==> src/rtl/icache.sv <==
// Direct-mapped, 16-frame, one-word-per-block instruction cache between fetch and the memory arbiter.
// Hits return combinationally. A miss fetches one word, fills the frame, and hits from the array on the next cycle.
package cpu_types_pkg;
  localparam int IIDX_W = 4;

  typedef logic [31:0] word_t;

  typedef struct packed {
    logic [25:0] tag;
    logic [3:0]  idx;
    logic [1:0]  bytoff;
  } icachef_t;

  typedef struct packed {
    logic        valid;
    logic [25:0] tag;
    logic [31:0] data;
  } icache_frame;
endpackage

// state | meaning
// IDLE  | serve hits from the array; a miss latches the word address
// FETCH | iREN held with the latched address until iwait drops (fill) or flush (abort)
module icache #(
  parameter int SETS = 16
) (
  input  logic        CLK,
  input  logic        nRST,
  input  logic        imemREN,
  input  logic [31:0] imemaddr,
  input  logic        flush,
  output logic        ihit,
  output logic [31:0] imemload,
  output logic        iREN,
  output logic [31:0] iaddr,
  input  logic        iwait,
  input  logic [31:0] iload
);
  import cpu_types_pkg::*;

  typedef enum logic {IDLE, FETCH} state_t;

  state_t      r_state;
  state_t      w_next;
  icache_frame r_frames [SETS];
  word_t       r_miss_addr;

  icachef_t    w_req;
  icachef_t    w_miss;
  icache_frame w_frame;
  logic        w_match;
  logic        w_fill;
  logic        w_latch;
  logic        w_unused_bits;

  assign w_req         = icachef_t'(imemaddr);
  assign w_miss        = icachef_t'(r_miss_addr);
  assign w_frame       = r_frames[w_req.idx];
  assign w_match       = imemREN & w_frame.valid & (w_frame.tag == w_req.tag);
  assign w_unused_bits = ^{w_req.bytoff, w_miss.bytoff};

  // Data is presented regardless of hit; the fetch stage qualifies it with ihit.
  assign imemload = w_frame.data;
  assign iaddr    = r_miss_addr;

  always_comb begin
    w_next  = r_state;
    ihit    = 1'b0;
    iREN    = 1'b0;
    w_fill  = 1'b0;
    w_latch = 1'b0;
    case (r_state)
      IDLE: begin
        ihit = w_match & ~flush;
        if (!flush && imemREN && !w_match) begin
          w_latch = 1'b1;
          w_next  = FETCH;
        end
      end
      FETCH: begin
        iREN = 1'b1;
        // Flush wins over a completing fill in the same cycle.
        if (flush) begin
          w_next = IDLE;
        end else if (!iwait) begin
          w_fill = 1'b1;
          w_next = IDLE;
        end
      end
      default: w_next = IDLE;
    endcase
  end

  always_ff @(posedge CLK or negedge nRST) begin
    if (!nRST) begin
      r_state     <= IDLE;
      r_miss_addr <= '0;
      for (int i = 0; i < SETS; i++) begin
        r_frames[i] <= '0;
      end
    end else begin
      r_state <= w_next;
      if (w_latch) begin
        r_miss_addr <= {imemaddr[31:2], 2'b00};
      end
      if (flush) begin
        for (int i = 0; i < SETS; i++) begin
          r_frames[i].valid <= 1'b0;
        end
      end else if (w_fill) begin
        r_frames[w_miss.idx] <= '{valid: 1'b1, tag: w_miss.tag, data: iload};
      end
    end
  end
endmodule

==> config.mk <==
export PLATFORM = sky130hd
export DESIGN_NAME = icache
export DESIGN_NICKNAME = d
export VERILOG_FILES = /design/src/rtl/icache.sv
export SDC_FILE = /design/constraint.sdc
export NUM_CORES = 1
export LEC_CHECK = 0
export ABC_AREA = 1
export CORE_UTILIZATION = 56
export CTS_BUF_LIST = sky130_fd_sc_hd__clkbuf_8 sky130_fd_sc_hd__clkbuf_16
export DETAILED_ROUTE_END_ITERATION = 16
export PLACE_DENSITY_LB_ADDON = 0.1
export SLEW_MARGIN = 20
export SYNTH_ARGS = -nofsm -noshare
export SYNTH_HDL_FRONTEND = slang
export SYNTH_SLANG_ARGS = --single-unit
==> constraint.sdc <==
create_clock -name CLK -period 2.2 [get_ports CLK]
set_input_delay 0.33 -clock CLK [delete_from_list [all_inputs] [get_ports CLK]]
set_output_delay 0.33 -clock CLK [all_outputs]
set_load 0.005 [all_outputs]
[After elaboration in Yosys (flattened, before gate mapping)]
Cells that the tools add are included.
Word-level totals
  bits of input ports: 69
  register bits: 975
  word-level logic and storage cells: 101
Operators by class
  eq/ne operators: 1
  reduce and logical (&&, ||, !) cells: 7
  mux-type cells: 33
  order comparisons: 3
  bitwise operators: 7
Operator list (count)
  $bwmux 944: 1
  $mux 944: 1
  $bmux 59 s4: 1
  $demux 59 s4: 1
  $mux 59: 3
  $eq 26x26->1: 1
  $mux 1: 25
  $ge 5x5->1 const B: 2
  $not 4->5: 2
  $lt 5x1->1 const B: 1
  $and 1x1->1: 3
  $logic_and 1x1->1: 3
  $logic_not 1->1: 2
  $not 1->1: 2
  $pmux 1 s2: 1
  $reduce_and 2->1: 1
  $reduce_bool 2->1: 1

[Depth between registers and ports, before layout]
  word-level depth: 10
  depth in mapped cells: 22
  mapped depth without buffers: 18

[Least setup slack after synthesis]
Ideal clock, no wire load.
  path kind: in2out
  start point: in imemaddr[2]
  end point: out imemload[31]
  cell stages on the path: 11
  path slack: 0.010 ns
  required time: 1.870 ns
  arrival: 1.860 ns
  cell sequence: buf_6 > buf_6 > buf_4 > buf_2 > buf_2 > buf_2 > clkbuf_1 > nor2_1 > o221ai_1 > nand3_1 > nand2_1
Between the ends
  longest elaborated chain between the ends: 4
Ends and longest elaborated chain
  from (decl): RTL line 30  | input logic [31:0] imemaddr,
  $not 4->5 (implied by the code): RTL line 58  | assign w_frame = r_frames[w_req.idx];
  $bmux 59 s4: RTL line 58
  $mux 59 (implied by the code) (2 in series): RTL line 58
  to (decl): RTL line 33  | output logic [31:0] imemload,
Every way passes these cells. The select of a mux whose other input is x is not followed.

[Final worst setup path]
  start point: reg r_frames[818] (netlist name)
  end point: out ihit
Between the ends
  longest elaborated chain between the ends: 7
Ends and longest elaborated chain
  from (decl): RTL line 45  | icache_frame r_frames [SETS];
  from (signal, indexed assignment): RTL line 111  | r_frames[w_miss.idx] <= '{valid: 1'b1, tag: w_miss.tag, data: iload};
  $bmux 59 s4: RTL line 58
  $mux 59 (implied by the code) (2 in series): RTL line 58
  $eq 26x26->1: RTL line 59  | assign w_match = imemREN & w_frame.valid & (w_frame.tag == w_req.tag);
  $and 1x1->1: RTL line 59
  $and 1x1->1: RTL line 74  | ihit = w_match & ~flush;
  $mux 1: RTL line 72  | case (r_state)
  to (decl): RTL line 32  | output logic ihit,
Every way passes these cells. The select of a mux whose other input is x is not followed.

==> results.ini <==
[cts]
clock_latency_ps = 680
root_buffer = clkbuf_16
path_clk_slew_ps = 70
h-tree-depth = 3
cts_tree = yes
cts_inserted_buffers = 102
cts_buffer_depth = 3
cts.sinks = 975

[placement]
post-place-ws_ps = -1170
dp.cells = 6424
io_buffers = 130
place.gp.congestion = 0.907
hpwlAfterDp_um = 78600

[worst_setup_path]
worstSetupEndpointType = output pin
cp_data_required_time_ps = 1870
rrSetupSlack_ps = -300
r2r_start = r_frames[876]
reg2reg_depth = 19
r2r_end = iaddr[4]
critPathArrivalTime_ps = 2650
critPathKind = register to output pin
cp_max_fo = 2
startpoint_type = register

[finish]
drive_gt1_frac = 0.140
instances_no_fill = 6706
synthToLayoutAreaGrowth_pct = 23.6
final_net_count = 5651

[die]
die_h_um = 283
core_area_sq_mm = 0.0777
rows = 102
dieArea_sq_mm = 0.0800
io_pins = 135
start_util = 0.569
fp.dieW_um = 283

[synth]
yosysMostFrequentCell = nand2_1
syn_area_sq_mm = 0.0442
synth_edf_count = 0
netlist_instances = 5424
netlist_top_cells_count = 1571 x nand2_1, 1220 x o21ai_0, 975 x dfrtp_1
avgSynthCellArea_sq_um = 8.15
synthArstFlopShare = 1.00
synth_top_area_frac = 0.552
synth_area_leader_cell = dfrtp_1
ys_types = 29
synth_area_leaders = dfrtp_1 55%, o21ai_0 14%, nand2_1 13%, nand3_1 3.6%, nor2_1 3.3%
ys_seq_area_frac = 0.552
ys_warn_count = 0
synth_seq_cells = 975
ys.flop_type = dfrtp_1

[global_route]
antenna_found_initial = 2
grt_pass1_wl_um = 223000
grt_overflow = 0
grt_start_max_net_pins = 95
grt_pass1_vias = 38400
grt_usage = 0.354

[timing]
fin_crit_sh = 1.35
max_freq_mhz = 336
slew_headroom = 0.500
rsz0062_at_grt = true
setup_viol = 58
clock_skew_ps = 22.3
hold_viol = 0
fin_ws_ps = -780
tightest_slew_ps = 747
period_needed_ps = 2980
finalSetupTns_ps = -9960
drv_slew = 0

[detailed_routing]
viasPerCell = 6.00
ant_nets = 0
finalWirelength_um = 144000
routed-via-count = 40200
wl_per_cell_um = 21.5
dr.pass1.iters = 6
post-route-drc-count = 0
dr.first_iter.drc_count = 4934

[run_status]
violations = setup timing
status = finished, violations left

[flow_run]
cap_violations = 0

[hold_path]
hp-class = primary input to asynchronous set/reset pin

[power]
power_leakage_nw = 25.7
power.density_mw_per_mm2 = 879
ir_drop_v = 0.000637

-- sequential cells by signal (all words and copies together), names as in the netlist --
register and count:
iaddr 30, r_state 1, r_frames 944
-- critical path, cell delays in order, from the launching register on --
cell and delay [ps]:
dfrtp_1 360, nor2_1 50, nor2_1 130, nand2_1 80
nand3_1 80, nand3_2 80, buf_4 130, buf_4 120
nand3_1 100, nand2_1 80, inv_1 110, nand4_1 120
nor2_2 160, nand2_2 90, nor3_4 140, buf_2 140
-- per-stage QoR --
step	utilization	cell area [sq um]	power, mW	hold WS (ps)
after floorplan	-	44200	25.8	34.4
after global placement	0.620	48200	28.4	241
after detailed placement	0.620	48200	28.6	233
after CTS	0.691	53700	47.6	130
after global routing	0.703	54600	50.1	161
final	0.703	54600	48.0	129
-- placed cells by master, fill, tap and decap left out, types with 30 or more instances in the layout --
cell type,instances
nand2_1,1536
o21ai_0,1122
dfrtp_1,975
nor2_1,350
nand3_1,281
inv_1,246
buf_4,209
clkbuf_16,114
o21ai_1,94
buf_12,93
clkdlybuf4s50_1,91
o221ai_1,75
o211ai_1,47
buf_16,37
o21ai_2,36
o221ai_2,30
-- power breakdown --
part	internal (mW)	switching, mW	total, mW
Combinational	3.07	4.39	7.46
Clock	11.2	7.40	18.6
Sequential	20.4	1.55	22.0
-- worst max path at each step --
stage,startpoint,to,slack [ps],depth (start not counted)
floorplan,imemaddr[2],imemload[31],10,11
global placement,imemaddr[3],ihit,-1140,15
detailed placement,imemaddr[3],ihit,-1170,15
CTS,r_frames[688],ihit,-800,13
global route,r_frames[818],ihit,-840,15
finish,r_frames[818],ihit,-780,15
-- cell families (layout without fill, tap and decap cells) --
group,Yosys count,in the layout,share of synthesized area
DFF,975,975,0.552
AOI/OAI and AO/OA,1453,1453,0.177
and+or+nand+nor,2299,2299,0.206
buffers and inverters,696,936,0.0655
other,1,3,0.0000848
-- area by class of cell --
class,count,area [sq um]
Multi-Input combinational cell,3754,18000
Timing Repair inverter,1,8.76
Inverter,235,930
Fill cell,6018,23100
Sequential cell,975,24400
Clock buffer,124,2900
Clock inverter,63,733
Antenna cell,1,2.50
Tap cell,1040,1300
Timing Repair Buffer,513,6380
-- layer usage --
layer / up-vias / wire length, um / global-route usage / share of wire
met2: 2060 / 66200 / 0.550 / 0.46
met4: 2 / 5160 / 0.131 / 0.036
met5: - / 13 / 0 / 0.000090
met1: 19600 / 59500 / 0.500 / 0.41
li1: 18200 / - / - / -
met3: 383 / 13100 / 0.0618 / 0.091
-- what timing repair did --
| item | in CTS | in global routing |
|---|---|---|
| hold endpoints to repair | 325 | 0 |
| hold buffers | 1 | 0 |
| gates resized for setup | 343 | 239 |
| buffers inserted | 49 | 15 |
| setup endpoints to repair | 65 | 60 |
| pin swaps | 83 | 122 |
| gates cloned | 30 | 7 |
Power figures use the tool's default switching activity.
